File: src/rtl/axis_fft_frame_loader.sv
// ============================================================================
// Module      : axis_fft_frame_loader
// Description : AXI-Stream slave front end of the FFT. Packs real/imag beat
//               pairs into {real, imag} words and writes one frame to the FFT
//               input memory. Define FFT_BITREV_ADDR_EN for bit-reversed
//               write addresses.
// Revision    : 1.0 - initial release
// ============================================================================
`default_nettype none

module axis_fft_frame_loader #(
    parameter int S_TDATA_WDT = 32,
    parameter int VLW_WDT     = 64,
    parameter int S_FIFO_SIZE = 16,
    parameter int ADDR_WDT    = 12,
    parameter int FRAME_LEN   = 4096
) (
    input  logic                   clk,
    input  logic                   rst,
    input  logic                   start,
    input  logic [S_TDATA_WDT-1:0] s_axis_tdata,
    input  logic                   s_axis_tvalid,
    output logic                   s_axis_tready,
    input  logic                   s_axis_tlast,
    output logic                   mem_wr_en,
    output logic [ADDR_WDT-1:0]    mem_wr_addr,
    output logic [VLW_WDT-1:0]     mem_wr_data,
    output logic                   busy,
    output logic                   frame_done,
    output logic                   tlast_err
);

    localparam int FPW = $clog2(S_FIFO_SIZE);
    localparam int RXW = ADDR_WDT + 2;
    localparam logic [FPW:0]          c_FIFO_DEPTH = (FPW+1)'(S_FIFO_SIZE);
    localparam logic [RXW-1:0]        c_NUM_BEATS  = RXW'(2 * FRAME_LEN);
    localparam logic [RXW-1:0]        c_LAST_BEAT  = RXW'(2 * FRAME_LEN - 1);
    localparam logic [ADDR_WDT-1:0]   c_LAST_WORD  = ADDR_WDT'(FRAME_LEN - 1);

    typedef enum logic [1:0] {
        S_IDLE = 2'd0,
        S_LOAD = 2'd1,
        S_DONE = 2'd2
    } state_t;

    state_t                  r_state;
    state_t                  w_state_next;
    logic [S_TDATA_WDT-1:0]  r_fifo_mem [S_FIFO_SIZE];
    logic [FPW-1:0]          r_wr_ptr;
    logic [FPW-1:0]          r_rd_ptr;
    logic [FPW:0]            r_fifo_cnt;
    logic [RXW-1:0]          r_rx_cnt;
    logic [ADDR_WDT-1:0]     r_wr_cnt;
    logic [S_TDATA_WDT-1:0]  r_real;
    logic                    r_parity;
    logic                    r_last_wr;
    logic [ADDR_WDT-1:0]     w_addr;
    logic                    w_push;
    logic                    w_pop;
    logic                    w_start_acc;
    logic [S_TDATA_WDT-1:0]  w_pop_data;

    assign s_axis_tready = (r_state == S_LOAD) && (r_fifo_cnt < c_FIFO_DEPTH)
                           && (r_rx_cnt < c_NUM_BEATS);
    assign w_push        = s_axis_tvalid && s_axis_tready;
    assign w_pop         = (r_state == S_LOAD) && (r_fifo_cnt != '0);
    assign w_start_acc   = start && (r_state == S_IDLE);
    assign w_pop_data    = r_fifo_mem[r_rd_ptr];
    assign busy          = (r_state != S_IDLE);
    assign frame_done    = (r_state == S_DONE);

`ifdef FFT_BITREV_ADDR_EN
    // Decimation-in-time input ordering: reverse the word counter bits.
    for (genvar gi = 0; gi < ADDR_WDT; gi++) begin : g_bitrev
        assign w_addr[gi] = r_wr_cnt[ADDR_WDT-1-gi];
    end
`else
    assign w_addr = r_wr_cnt;
`endif

    always_ff @(posedge clk or posedge rst) begin
        if (rst) begin
            r_state <= S_IDLE;
        end else begin
            r_state <= w_state_next;
        end
    end

    always_comb begin
        w_state_next = r_state;
        case (r_state)
            S_IDLE:  if (start) w_state_next = S_LOAD;
            // Leave LOAD in the cycle the final strobe is visible on the port.
            S_LOAD:  if (mem_wr_en && r_last_wr) w_state_next = S_DONE;
            S_DONE:  w_state_next = S_IDLE;
            default: w_state_next = S_IDLE;
        endcase
    end

    always_ff @(posedge clk) begin
        if (w_push) begin
            r_fifo_mem[r_wr_ptr] <= s_axis_tdata;
        end
    end

    always_ff @(posedge clk or posedge rst) begin
        if (rst) begin
            r_wr_ptr    <= '0;
            r_rd_ptr    <= '0;
            r_fifo_cnt  <= '0;
            r_rx_cnt    <= '0;
            r_wr_cnt    <= '0;
            r_real      <= '0;
            r_parity    <= 1'b0;
            r_last_wr   <= 1'b0;
            mem_wr_en   <= 1'b0;
            mem_wr_addr <= '0;
            mem_wr_data <= '0;
            tlast_err   <= 1'b0;
        end else begin
            mem_wr_en <= 1'b0;
            if (w_start_acc) begin
                r_wr_ptr   <= '0;
                r_rd_ptr   <= '0;
                r_fifo_cnt <= '0;
                r_rx_cnt   <= '0;
                r_wr_cnt   <= '0;
                r_parity   <= 1'b0;
                r_last_wr  <= 1'b0;
                tlast_err  <= 1'b0;
            end else begin
                if (w_push) begin
                    r_wr_ptr <= r_wr_ptr + 1'b1;
                    r_rx_cnt <= r_rx_cnt + 1'b1;
                    if (s_axis_tlast != (r_rx_cnt == c_LAST_BEAT)) begin
                        tlast_err <= 1'b1;
                    end
                end
                if (w_pop) begin
                    r_rd_ptr <= r_rd_ptr + 1'b1;
                    r_parity <= ~r_parity;
                    if (!r_parity) begin
                        r_real <= w_pop_data;
                    end else begin
                        mem_wr_en   <= 1'b1;
                        mem_wr_addr <= w_addr;
                        mem_wr_data <= {r_real, w_pop_data};
                        r_last_wr   <= (r_wr_cnt == c_LAST_WORD);
                        r_wr_cnt    <= r_wr_cnt + 1'b1;
                    end
                end
                if (w_push && !w_pop) begin
                    r_fifo_cnt <= r_fifo_cnt + 1'b1;
                end else if (!w_push && w_pop) begin
                    r_fifo_cnt <= r_fifo_cnt - 1'b1;
                end
            end
        end
    end

endmodule

`default_nettype wire

File: config.mk
export PLATFORM = sky130hd
export DESIGN_NAME = axis_fft_frame_loader
export DESIGN_NICKNAME = d
export VERILOG_FILES = /design/src/rtl/axis_fft_frame_loader.sv
export SDC_FILE = /design/constraint.sdc
export NUM_CORES = 1
export LEC_CHECK = 0
export BUFFER_PORTS_ARGS = -buffer_cell sky130_fd_sc_hd__buf_2
export CAP_MARGIN = 10
export CORE_ASPECT_RATIO = 1.4
export CORE_MARGIN = 2
export CORE_UTILIZATION = 50
export CTS_BUF_LIST = sky130_fd_sc_hd__clkbuf_4 sky130_fd_sc_hd__clkbuf_8 sky130_fd_sc_hd__clkbuf_16
export DETAILED_ROUTE_END_ITERATION = 7
export GPL_ROUTABILITY_DRIVEN = 0
export GPL_TIMING_DRIVEN = 0
export HOLD_SLACK_MARGIN = 0.03
export PLACE_DENSITY = 0.67
export SETUP_SLACK_MARGIN = 0.3
export SYNTH_ARGS = -nofsm -noshare
export SYNTH_HDL_FRONTEND = slang
export SYNTH_SLANG_ARGS = --single-unit
File: constraint.sdc
create_clock -name clk -period 4.9 [get_ports clk]
set_clock_uncertainty 0.15 [all_clocks]
set_input_delay 0.245 -clock clk [delete_from_list [all_inputs] [get_ports clk]]
set_output_delay 0.245 -clock clk [all_outputs]
set_load 0.03 [all_outputs]
==> impl_metrics.tcl <==
set metrics [dict create \
    fillers 3762 \
    placed_cell_area_sq_um 27700 \
    clock_latency_ps 630 \
    ys_ff_latch 665 \
    ir_drop_mv 0.390 \
    crit_chain "nor2b_1 -> buf_2 -> nand2_1 -> or3_1 -> fa_1 -> a21o_1 -> a21oi_1 -> mux2i_1 -> a22o_1" \
    comb_power_share 0.335 \
    grt_pass1_wl_um 86800 \
    r2r-end "r_fifo_cnt[4]" \
    hold_buffers 36 \
    yosysWarningCount 0 \
    clockPowerShare 0.263 \
    syn_to_final_growth_pct 16.5 \
    wire_per_inst_um 25.2 \
    clockBufferDepth 3 \
    cp_slowest_cell "or3_1" \
    hold_viol_final 0 \
    p_sw_w 0.00618 \
    htree_levels 2 \
    drv_slew 0 \
    whs_ps 188 \
    netlist_instances 1355 \
    yosys.area.top_type_share 0.593 \
    ys_types 53 \
    nNetsFinal 1637 \
    dieArea_sq_um 53700 \
    reg2regPathDepth 9 \
    path_class "reg2reg" \
    firstDrtPassIters 5 \
    cts_sinks 665 \
    hpwl_um 37300 \
    syn_area_per_cell_sq_um 19.1 \
    ys_seq_area_frac 0.741 \
    cts_buffers 61 \
    critical_path_required_ps 5260 \
    setup_viol 0 \
    portBuffers 117 \
    post_cts_buffers 0 \
    synth_commonest_cells "edfxtp_1, dfrtp_1, mux4_2" \
    drcViolationCount 0 \
    synth_top_cell_by_area "edfxtp_1" \
    r2r_start "r_state[0]" \
    grt_pass1_vias 13900 \
    maxCapViolations 0 \
    pwr-share-seq 0.402 \
    synth.most_common_cell "edfxtp_1" \
    cts_resized 0 \
    crit_arrival_ps 3750 \
    cp_max_fo 10 \
    final_core_util 0.591 \
    sw_frac_of_total 0.334 \
    num_rows 98 \
    die_h_um 273 \
    timing.final.crit_share 0.691 \
    path_buf_inv 1 \
    antenna_left 0 \
    cp_top_family "simple AND/OR/NAND/NOR gates" \
    area.sequential_sq_um 19200 \
    startpoint_type "flop" \
    leakage_nw 10.8 \
    drt-vias-per-instance 5.79 \
    cts_tree "yes" \
    root_buffer "clkbuf_16" \
    core_sq_um 51100 \
    hold_class "in2async" \
    grt_max_degree 87 \
    grt-ovfl-total 0 \
    vias 13300 \
    internal-power_w 0.0123 \
    endpoint_kind "flop" \
    powerDensity_nw_per_um2 613 \
    maxSlewHeadroom 0.263 \
    yosys_most_used_dff "edfxtp_1" \
    cts.clk_slew.worst_paths_ps 60 \
    fp.dieW_um 196 \
    slowest_delay_ps 510 \
    rsz0062_at_grt "false" \
    rrSetupSlack_ps 1510 \
    totalWireLength_um 57800 \
    grtUsageTotal 0.221 \
    multiInputGateArea_sq_um 6360 \
    pin_count 118 \
    start_util 0.507 \
    synth_nets 1404 \
    finalCriticalPeriod_ps 3390 \
    outcome "complete, no violations" \
    synth_enable_flop_cells 512 \
    antenna_found_initial 1 \
    synth_area_sq_um 25900 \
    tightest_slew_ps 1110 \
    finalInstanceArea_sq_um 30200 \
    num_antenna_cells 0 \
    layout-drive-gt1-share 0.311 \
    synthArstFlopShare 0.230 \
    ys_top_cells_by_area "edfxtp_1, dfrtp_1, mux4_2" \
    fmax_mhz 295 \
    first_iter_violations 862 \
]
-- how the worst max path moves through the flow --
| stage | slack (ps) | to | cells past startpoint | from |
|---|---|---|---|---|
| global placement | -1530 | mem_wr_data[22] | 2 | rst |
| detailed placement | 1530 | r_fifo_cnt[4] | 9 | r_state[0] |
| CTS | 1520 | r_fifo_cnt[4] | 9 | r_state[0] |
| floorplan | 380 | mem_wr_addr[0] | 1 | rst |
| finish | 1510 | r_fifo_cnt[4] | 9 | r_state[0] |
| global route | 1280 | r_fifo_cnt[4] | 9 | r_state[0] |
-- power groups by stage --
stage          registers [W]  clock network (W)  logic, W
2_1_floorplan        0.00807                  0   0.00369
3_3_place_gp         0.00752                  0   0.00611
3_5_place_dp         0.00755                  0   0.00630
4_1_cts              0.00743            0.00495   0.00635
5_1_grt              0.00753            0.00516   0.00672
6_report             0.00744            0.00487   0.00621
-- kinds of logic (layout without fill, tap and decap cells) --
kind of cell,after synthesis,count (layout),share of synthesized area
buffers and inverters,82,368,0.0149
XOR/XNOR,14,14,0.00473
flip-flops,665,665,0.741
AND/OR/NAND/NOR,192,192,0.0368
AO/OA/AOI/OAI,114,114,0.0249
adder cells (fa/ha/maj),12,12,0.00608
multiplexers,276,276,0.172
-- state kept, by name (all words and copies together), names as in the netlist --
| signal | cells |
|---|---|
| r_wr_cnt | 12 |
| r_real | 32 |
| r_wr_ptr | 4 |
| r_fifo_cnt | 5 |
| r_rd_ptr | 4 |
| tlast_err | 1 |
| mem_wr_addr | 12 |
| r_last_wr | 1 |
| r_state | 2 |
| r_fifo_mem | 512 |
| r_parity | 1 |
| mem_wr_en | 1 |
| mem_wr_data | 64 |
| r_rx_cnt | 14 |
-- layer usage --
metal	vias up	share of wire	track usage
li1	5830	-	-
met1	6964	0.39	0.280
met2	381	0.53	0.396
met3	81	0.053	0.0335
met4	2	0.025	0.0622
met5	-	0.00019	0
-- stage by stage --
step,TNS (ps),worst slack (ps),instances,total power [W]
after floorplan,0,384,1355,0.0118
after global placement,-227860,-1530,2122,0.0136
after detailed placement,0,1530,2139,0.0138
after CTS,0,1520,2291,0.0187
after global routing,0,1280,2291,0.0194
final,0,1510,2291,0.0185
-- area by class of cell --
type                            count  area share
Buffer                             73      0.0116
Clock buffer                       77      0.0581
Clock inverter                     39      0.0113
Inverter                            9     0.00128
Multi-Input combinational cell    608       0.211
Sequential cell                   665       0.636
Tap cell                          650      0.0269
Timing Repair Buffer              170      0.0443
-- worst min-delay path, stage by stage --
cell	delay, ps
dlygate4sd3_1	530
buf_2	140
inv_6	570
-- placed cells by master, fill, tap and decap left out, types with 7 or more instances in the layout --
master	n
edfxtp_1	512
dfrtp_1	153
buf_2	139
mux4_2	128
nand2_1	91
o21ai_0	76
mux2_2	75
mux2i_1	73
clkbuf_16	65
dlygate4sd3_1	36
clkbuf_1	29
clkinv_2	20
nor2_1	19
nand3_1	16
and2_2	12
a21oi_1	11
buf_4	11
ha_1	11
buf_12	10
xor2_1	9
buf_1	9
inv_1	8
nor3_1	7
buf_16	7
Power figures use the tool's default switching activity.
